--- config.mk ---
export PLATFORM = sky130hd
export DESIGN_NAME = reg_files_flat
export DESIGN_NICKNAME = d
export VERILOG_FILES = /design/src/rtl/reg_files_pkg.sv /design/src/rtl/reg_files_if.sv /design/src/rtl/reg_read_port.sv /design/src/rtl/reg_files.sv /design/src/flat_wrapper.sv
export SDC_FILE = /design/constraint.sdc
export NUM_CORES = 2
export LEC_CHECK = 0
export CAP_MARGIN = 5
export CORE_ASPECT_RATIO = 2
export CORE_UTILIZATION = 60
export CTS_BUF_LIST = sky130_fd_sc_hd__clkbuf_8
export DETAILED_ROUTE_END_ITERATION = 10
export PLACE_DENSITY_LB_ADDON = 0.15
export SLEW_MARGIN = 40
export SYNTH_ARGS = -nofsm -noshare
export SYNTH_HDL_FRONTEND = slang
export SYNTH_HIERARCHICAL = 1
export SYNTH_SLANG_ARGS = --single-unit
--- constraint.sdc ---
create_clock -name CLK -period 3.5 [get_ports CLK]
set_clock_uncertainty 0.2 [all_clocks]
set_input_delay 0.35 -clock CLK [delete_from_list [all_inputs] [get_ports CLK]]
set_output_delay 0.35 -clock CLK [all_outputs]
set_load 0.01 [all_outputs]
--- src/rtl/reg_files_pkg.sv ---
// Shared constants for the register file and the ID stage: default widths,
// the zero-register address and the rs/rt field positions in the packed read-address bus.
package reg_files_pkg;

    localparam int DATA_W = 32;
    localparam int ADDR_W = 5;

    localparam logic [ADDR_W-1:0] REG_ZERO = 5'd0;

    localparam int RS_HI = 9;
    localparam int RS_LO = 5;
    localparam int RT_HI = 4;
    localparam int RT_LO = 0;

endpackage

--- src/rtl/reg_files_if.sv ---
// ID/WB-side connection to the register file: packed read addresses,
// write-back destination and data, and the two read results.
interface reg_files_if #(
    parameter int DATA_W = 32,
    parameter int ADDR_W = 5
);

    logic [2*ADDR_W-1:0] rs_rt;
    logic [ADDR_W-1:0]   rwd;
    logic [DATA_W-1:0]   wb_data;
    logic [DATA_W-1:0]   val_rs;
    logic [DATA_W-1:0]   val_rt;

    modport master (
        output rs_rt,
        output rwd,
        output wb_data,
        input  val_rs,
        input  val_rt
    );

    modport slave (
        input  rs_rt,
        input  rwd,
        input  wb_data,
        output val_rs,
        output val_rt
    );

endinterface

--- src/rtl/reg_read_port.sv ---
// One combinational read port: zero register, then same-cycle write-back bypass,
// then the stored value.
module reg_read_port
    import reg_files_pkg::*;
#(
    parameter int DATA_W = reg_files_pkg::DATA_W,
    parameter int ADDR_W = reg_files_pkg::ADDR_W
) (
    input  logic [ADDR_W-1:0]                     addr_i,
    input  logic [2**ADDR_W-1:0][DATA_W-1:0]      regs_i,
    input  logic [ADDR_W-1:0]                     rwd_i,
    input  logic [DATA_W-1:0]                     wb_data_i,
    input  logic                                  bypass_en_i,
    output logic [DATA_W-1:0]                     data_o
);

    // NOTE: assigning a default first on every path keeps this block free of inferred latches.
    always_comb begin
        data_o = regs_i[addr_i];
        if (addr_i == REG_ZERO) begin
            data_o = '0;
        end else if (bypass_en_i && (addr_i == rwd_i)) begin
            // addr_i is non-zero here, so a match also implies rwd_i is a real write
            data_o = wb_data_i;
        end
    end

endmodule

--- src/rtl/reg_files.sv ---
// 32 x 32-bit pipeline register file: two combinational read ports with
// write-through bypass, one synchronous write port where destination 0 means no write.
module reg_files
    import reg_files_pkg::*;
#(
    parameter int DATA_W = reg_files_pkg::DATA_W,
    parameter int ADDR_W = reg_files_pkg::ADDR_W
) (
    input  logic       CLK,
    input  logic       RST,
    reg_files_if.slave bus
);

    localparam int NUM_REGS = 2**ADDR_W;

    logic [NUM_REGS-1:0][DATA_W-1:0] regs_q;
    logic [NUM_REGS-1:0][DATA_W-1:0] regs_d;
    logic [ADDR_W-1:0]               rs_addr;
    logic [ADDR_W-1:0]               rt_addr;
    logic                            bypass_en;

    assign rs_addr   = bus.rs_rt[RS_HI:RS_LO];
    assign rt_addr   = bus.rs_rt[RT_HI:RT_LO];
    // While reset is held the array is about to be cleared, so reads must not see wb_data
    assign bypass_en = ~RST;

    always_comb begin
        regs_d = regs_q;
        if (bus.rwd != REG_ZERO) begin
            regs_d[bus.rwd] = bus.wb_data;
        end
    end

    // NOTE: the whole array is reset here because reads of any register must be 0 after reset;
    // state is updated with non-blocking assignments so every flop sees pre-edge values.
    always_ff @(posedge CLK) begin
        if (RST) begin
            regs_q <= '0;
        end else begin
            regs_q <= regs_d;
        end
    end

    reg_read_port #(
        .DATA_W (DATA_W),
        .ADDR_W (ADDR_W)
    ) u_rs_port (
        .addr_i      (rs_addr),
        .regs_i      (regs_q),
        .rwd_i       (bus.rwd),
        .wb_data_i   (bus.wb_data),
        .bypass_en_i (bypass_en),
        .data_o      (bus.val_rs)
    );

    reg_read_port #(
        .DATA_W (DATA_W),
        .ADDR_W (ADDR_W)
    ) u_rt_port (
        .addr_i      (rt_addr),
        .regs_i      (regs_q),
        .rwd_i       (bus.rwd),
        .wb_data_i   (bus.wb_data),
        .bypass_en_i (bypass_en),
        .data_o      (bus.val_rt)
    );

endmodule

--- src/flat_wrapper.sv ---
// flat-port wrapper written by rule: the top's interface ports become plain ports
module reg_files_flat import reg_files_pkg::*;
#(
    parameter int DATA_W = reg_files_pkg::DATA_W,
    parameter int ADDR_W = reg_files_pkg::ADDR_W
)
  (CLK, RST, bus_rs_rt, bus_rwd, bus_wb_data, bus_val_rs, bus_val_rt);
  reg_files_if #(.DATA_W(DATA_W), .ADDR_W(ADDR_W)) bus_i ();
  input  logic CLK;
  input  logic RST;
  input wire logic [$bits(bus_i.rs_rt)-1:0] bus_rs_rt;
  input wire logic [$bits(bus_i.rwd)-1:0] bus_rwd;
  input wire logic [$bits(bus_i.wb_data)-1:0] bus_wb_data;
  output wire logic [$bits(bus_i.val_rs)-1:0] bus_val_rs;
  output wire logic [$bits(bus_i.val_rt)-1:0] bus_val_rt;
  assign bus_i.rs_rt = bus_rs_rt;
  assign bus_i.rwd = bus_rwd;
  assign bus_i.wb_data = bus_wb_data;
  assign bus_val_rs = bus_i.val_rs;
  assign bus_val_rt = bus_i.val_rt;
  reg_files #(.DATA_W(DATA_W), .ADDR_W(ADDR_W)) u_core (.CLK(CLK), .RST(RST), .bus(bus_i));
endmodule
==> flow_summary.yaml <==
outcome:
  status: "finished clean"
cells_and_area:
  final_area_um2: 61800
  largest_register_ff_count: 1024
  top_register: "u_core/regs_q"
  final_nets: 5328
  syn_to_final_growth_pct: 12.8
  fillCellCount: 6987
  seq_area_um2: 20500
  multi_input_comb_area_um2: 31400
  drive_gt1_frac: 0.211
  top_regs: "u_core/regs_q (1024)"
sta:
  setup_violations: 0
  hold_viol_final: 0
  slew_violations: 0
  max_freq_ghz: 0.286
  slew_headroom: 0.382
  setup_slack_ps: 1.25
  finalCritPeriodShare: 1.00
  min_period_ps: 3500
  worst_slew_pin_slew_ps: 926
  fin_tns_setup_ps: 0
die:
  core_um2: 90400
  fp.dieArea_um2: 92600
  die-height_um: 429
  start_util: 0.606
  fp-row-count: 156
  io_pins: 113
  die_x_um: 216
logic_synthesis:
  ys_warn_count: 6
  synth-edff-count: 0
  synthesis.nets: 5182
  synth_flop_cell: "dfxtp_1"
  syn_area_per_cell_um2: 10.7
  netlist_area_um2: 54800
  async_flop_share: 0
  synth.ff_latch_count: 1024
  yosysSeqAreaShare: 0.374
  synth_cells: 5133
  yosys.cell_types.count: 64
route:
  vias: 44200
  drcViolationCount: 0
  ant_nets: 0
  drt_wl_total_um: 189000
  viasPerCell: 6.71
  first_pass_iters: 8
  wl_per_cell_um: 28.7
  drtIter0Drc: 4596
critical_path:
  crit_path_max_incr_delay_ps: 460
  rrSetupSlack_ps: 2500
  cp.required_ps: 2950
  cp_data_arrival_time_ps: 2950
  r2r-end: "u_core/regs_q[637]$_SDFFE_PP0P_"
  slowest_stage: "clkdlybuf4s50_1"
  critPathKind: "in2out"
  worstPathMaxFanout: 7
  rr_startpoint: "u_core/regs_q[637]$_SDFFE_PP0P_"
  rr_worst_depth: 2
  path_common_cell: "buf_4"
  end_kind: "output pin"
  cp_cell_sequence: "clkdlybuf4s50_1, buf_4, xor2_1, nor4_2, buf_4, buf_4, a31o_2, buf_12, a21oi_1, a211o_1, dlygate4sd2_1"
  startpoint_type: "input pin"
  crit_family: "buffers and inverters"
  critPathBufInv: 6
clock_tree:
  insertion_delay_ps: 820
  clockBufferDepth: 3
  root_buffer: "clkbuf_8"
  cts.sinks: 1024
  htreeDepth: 4
  numCtsBuffers: 149
  clk_pin_slew_ps: 70
  cts_tree: "built"
global_routing:
  grt_pass1_vias: 45000
  grt_usage: 0.404
  grt_pass1_wl_um: 279000
  grt_antenna_before_repair: 6
  grt_max_degree: 156
  gr-total-overflow: 0
place:
  dpl_worst_slack_ps: -349
  dp.final_hpwl_um: 123000
  place.gp.congestion: 0.947
  port_buffers: 112
  place_area_um2: 58100
min_path:
  min_to: "u_core/regs_q[193]$_SDFFE_PP0P_"
  hold_path.class: "reg2reg"
  hp-start: "u_core/regs_q[193]$_SDFFE_PP0P_"
  worst_hold_path.num_cells: 2
power_and_ir_drop:
  pwr_density_cell_nw_per_um2: 408
  p_leak_nw: 29.4
  irDropWorstVdd_v: 0.000336
flow_run:
  cap_viol_max_count: 0
worst max path at each step:
stage                  from        endpoint  slack [ps]  depth (start not counted)
4_1_cts          bus_rwd[0]  bus_val_rs[10]           7                         11
2_1_floorplan  bus_rs_rt[5]  bus_val_rs[16]         960                          7
3_3_place_gp     bus_rwd[1]   bus_val_rt[6]        -370                         11
6_report         bus_rwd[0]  bus_val_rt[21]           1                         11
3_5_place_dp     bus_rwd[1]  bus_val_rt[10]        -350                          9
5_1_grt          bus_rwd[0]  bus_val_rt[28]         -10                         12
worst min-delay path, cell delays in order, from the launching register on:
cell     delay [ps]
dfxtp_1         310
nand2_1          50
mux2i_1          50
synthesized netlist by cell type, drive strengths merged (8+ instances only):
library cell | number | share of area
clkbuf | 256 | 0.018
and3 | 11 | 0.0013
o22ai | 34 | 0.0039
a2bb2oi | 14 | 0.0022
a221oi | 80 | 0.013
o22a | 10 | 0.0016
a2111oi | 14 | 0.0023
a22o | 10 | 0.0016
mux2 | 30 | 0.0062
xor2 | 8 | 0.0013
nand2b | 14 | 0.0016
a21oi | 80 | 0.0073
nand3 | 30 | 0.0027
and4 | 16 | 0.0026
mux2i | 1304 | 0.24
a22oi | 66 | 0.0090
nor2b | 54 | 0.0062
nor3 | 47 | 0.0043
o21ai | 84 | 0.0077
dfxtp | 1024 | 0.37
nand2 | 1136 | 0.079
nor4 | 20 | 0.0025
a211o | 8 | 0.0013
a211oi | 26 | 0.0037
nor2 | 27 | 0.0020
a221o | 26 | 0.0047
mux4 | 346 | 0.14
buf | 275 | 0.046
final cells by class:
type	count	share of cell area
clock inverters	76	0.00730
clock buffers	196	0.0436
well taps	1185	0.0240
inverters	7	0.000546
flip-flops and latches	1024	0.332
diodes	2	0.0000809
repair buffers	526	0.0853
multi-input cells	3571	0.508
cells by family after synthesis:
family          share of synthesized area
compound gates                     0.0662
mux                                 0.388
buf+inv                            0.0641
simple gates                        0.106
xor+xnor                          0.00160
flops                               0.374
cell usage in the layout (no fill, tap or decap), types with 40 or more instances in the layout:
master,instances
a21oi_1,69
mux4_2,331
buf_4,327
dfxtp_1,1022
a221oi_1,68
nand2_1,1105
buf_12,79
a22oi_1,58
clkbuf_8,196
dlygate4sd2_1,40
clkdlybuf4s50_1,55
o21ai_0,64
nor2b_1,49
inv_1,47
mux2i_1,1304
metal layers:
layer / global-route usage / up-vias / part of all wire
li1: - / 19000 / -
met2: 0.665 / 2422 / 0.48
met4: 0.335 / 8 / 0.093
met1: 0.447 / 21800 / 0.34
met5: 0 / - / 0.00030
met3: 0.0850 / 962 / 0.084
stage by stage:
step / utilization / power, W / instances / hold slack (ps)
2_1_floorplan: - / 0.0140 / 5133 / 222
3_3_place_gp: 0.643 / 0.0152 / 6303 / 249
3_5_place_dp: 0.643 / 0.0152 / 6305 / 258
4_1_cts: 0.682 / 0.0253 / 6584 / 214
5_1_grt: 0.684 / 0.0259 / 6586 / 277
6_report: 0.684 / 0.0253 / 6587 / 266
report_power, final:
group | switching (W) | internal [W]
combinational | 0.00192 | 0.00123
sequential | 0.000105 | 0.0118
clock | 0.00489 | 0.00531
timing repair:
| item | CTS | global route |
|---|---|---|
| endpoints found under the setup margin | 58 | 27 |
| pin swaps | 20 | 10 |
| cloned | 0 | 1 |
| gates resized for setup | 125 | 39 |
| hold buffers | 1 | 0 |
| buffers inserted | 6 | 0 |
| hold endpoints to repair | 18 | 0 |
No activity file was read; power rests on OpenSTA's default activity.
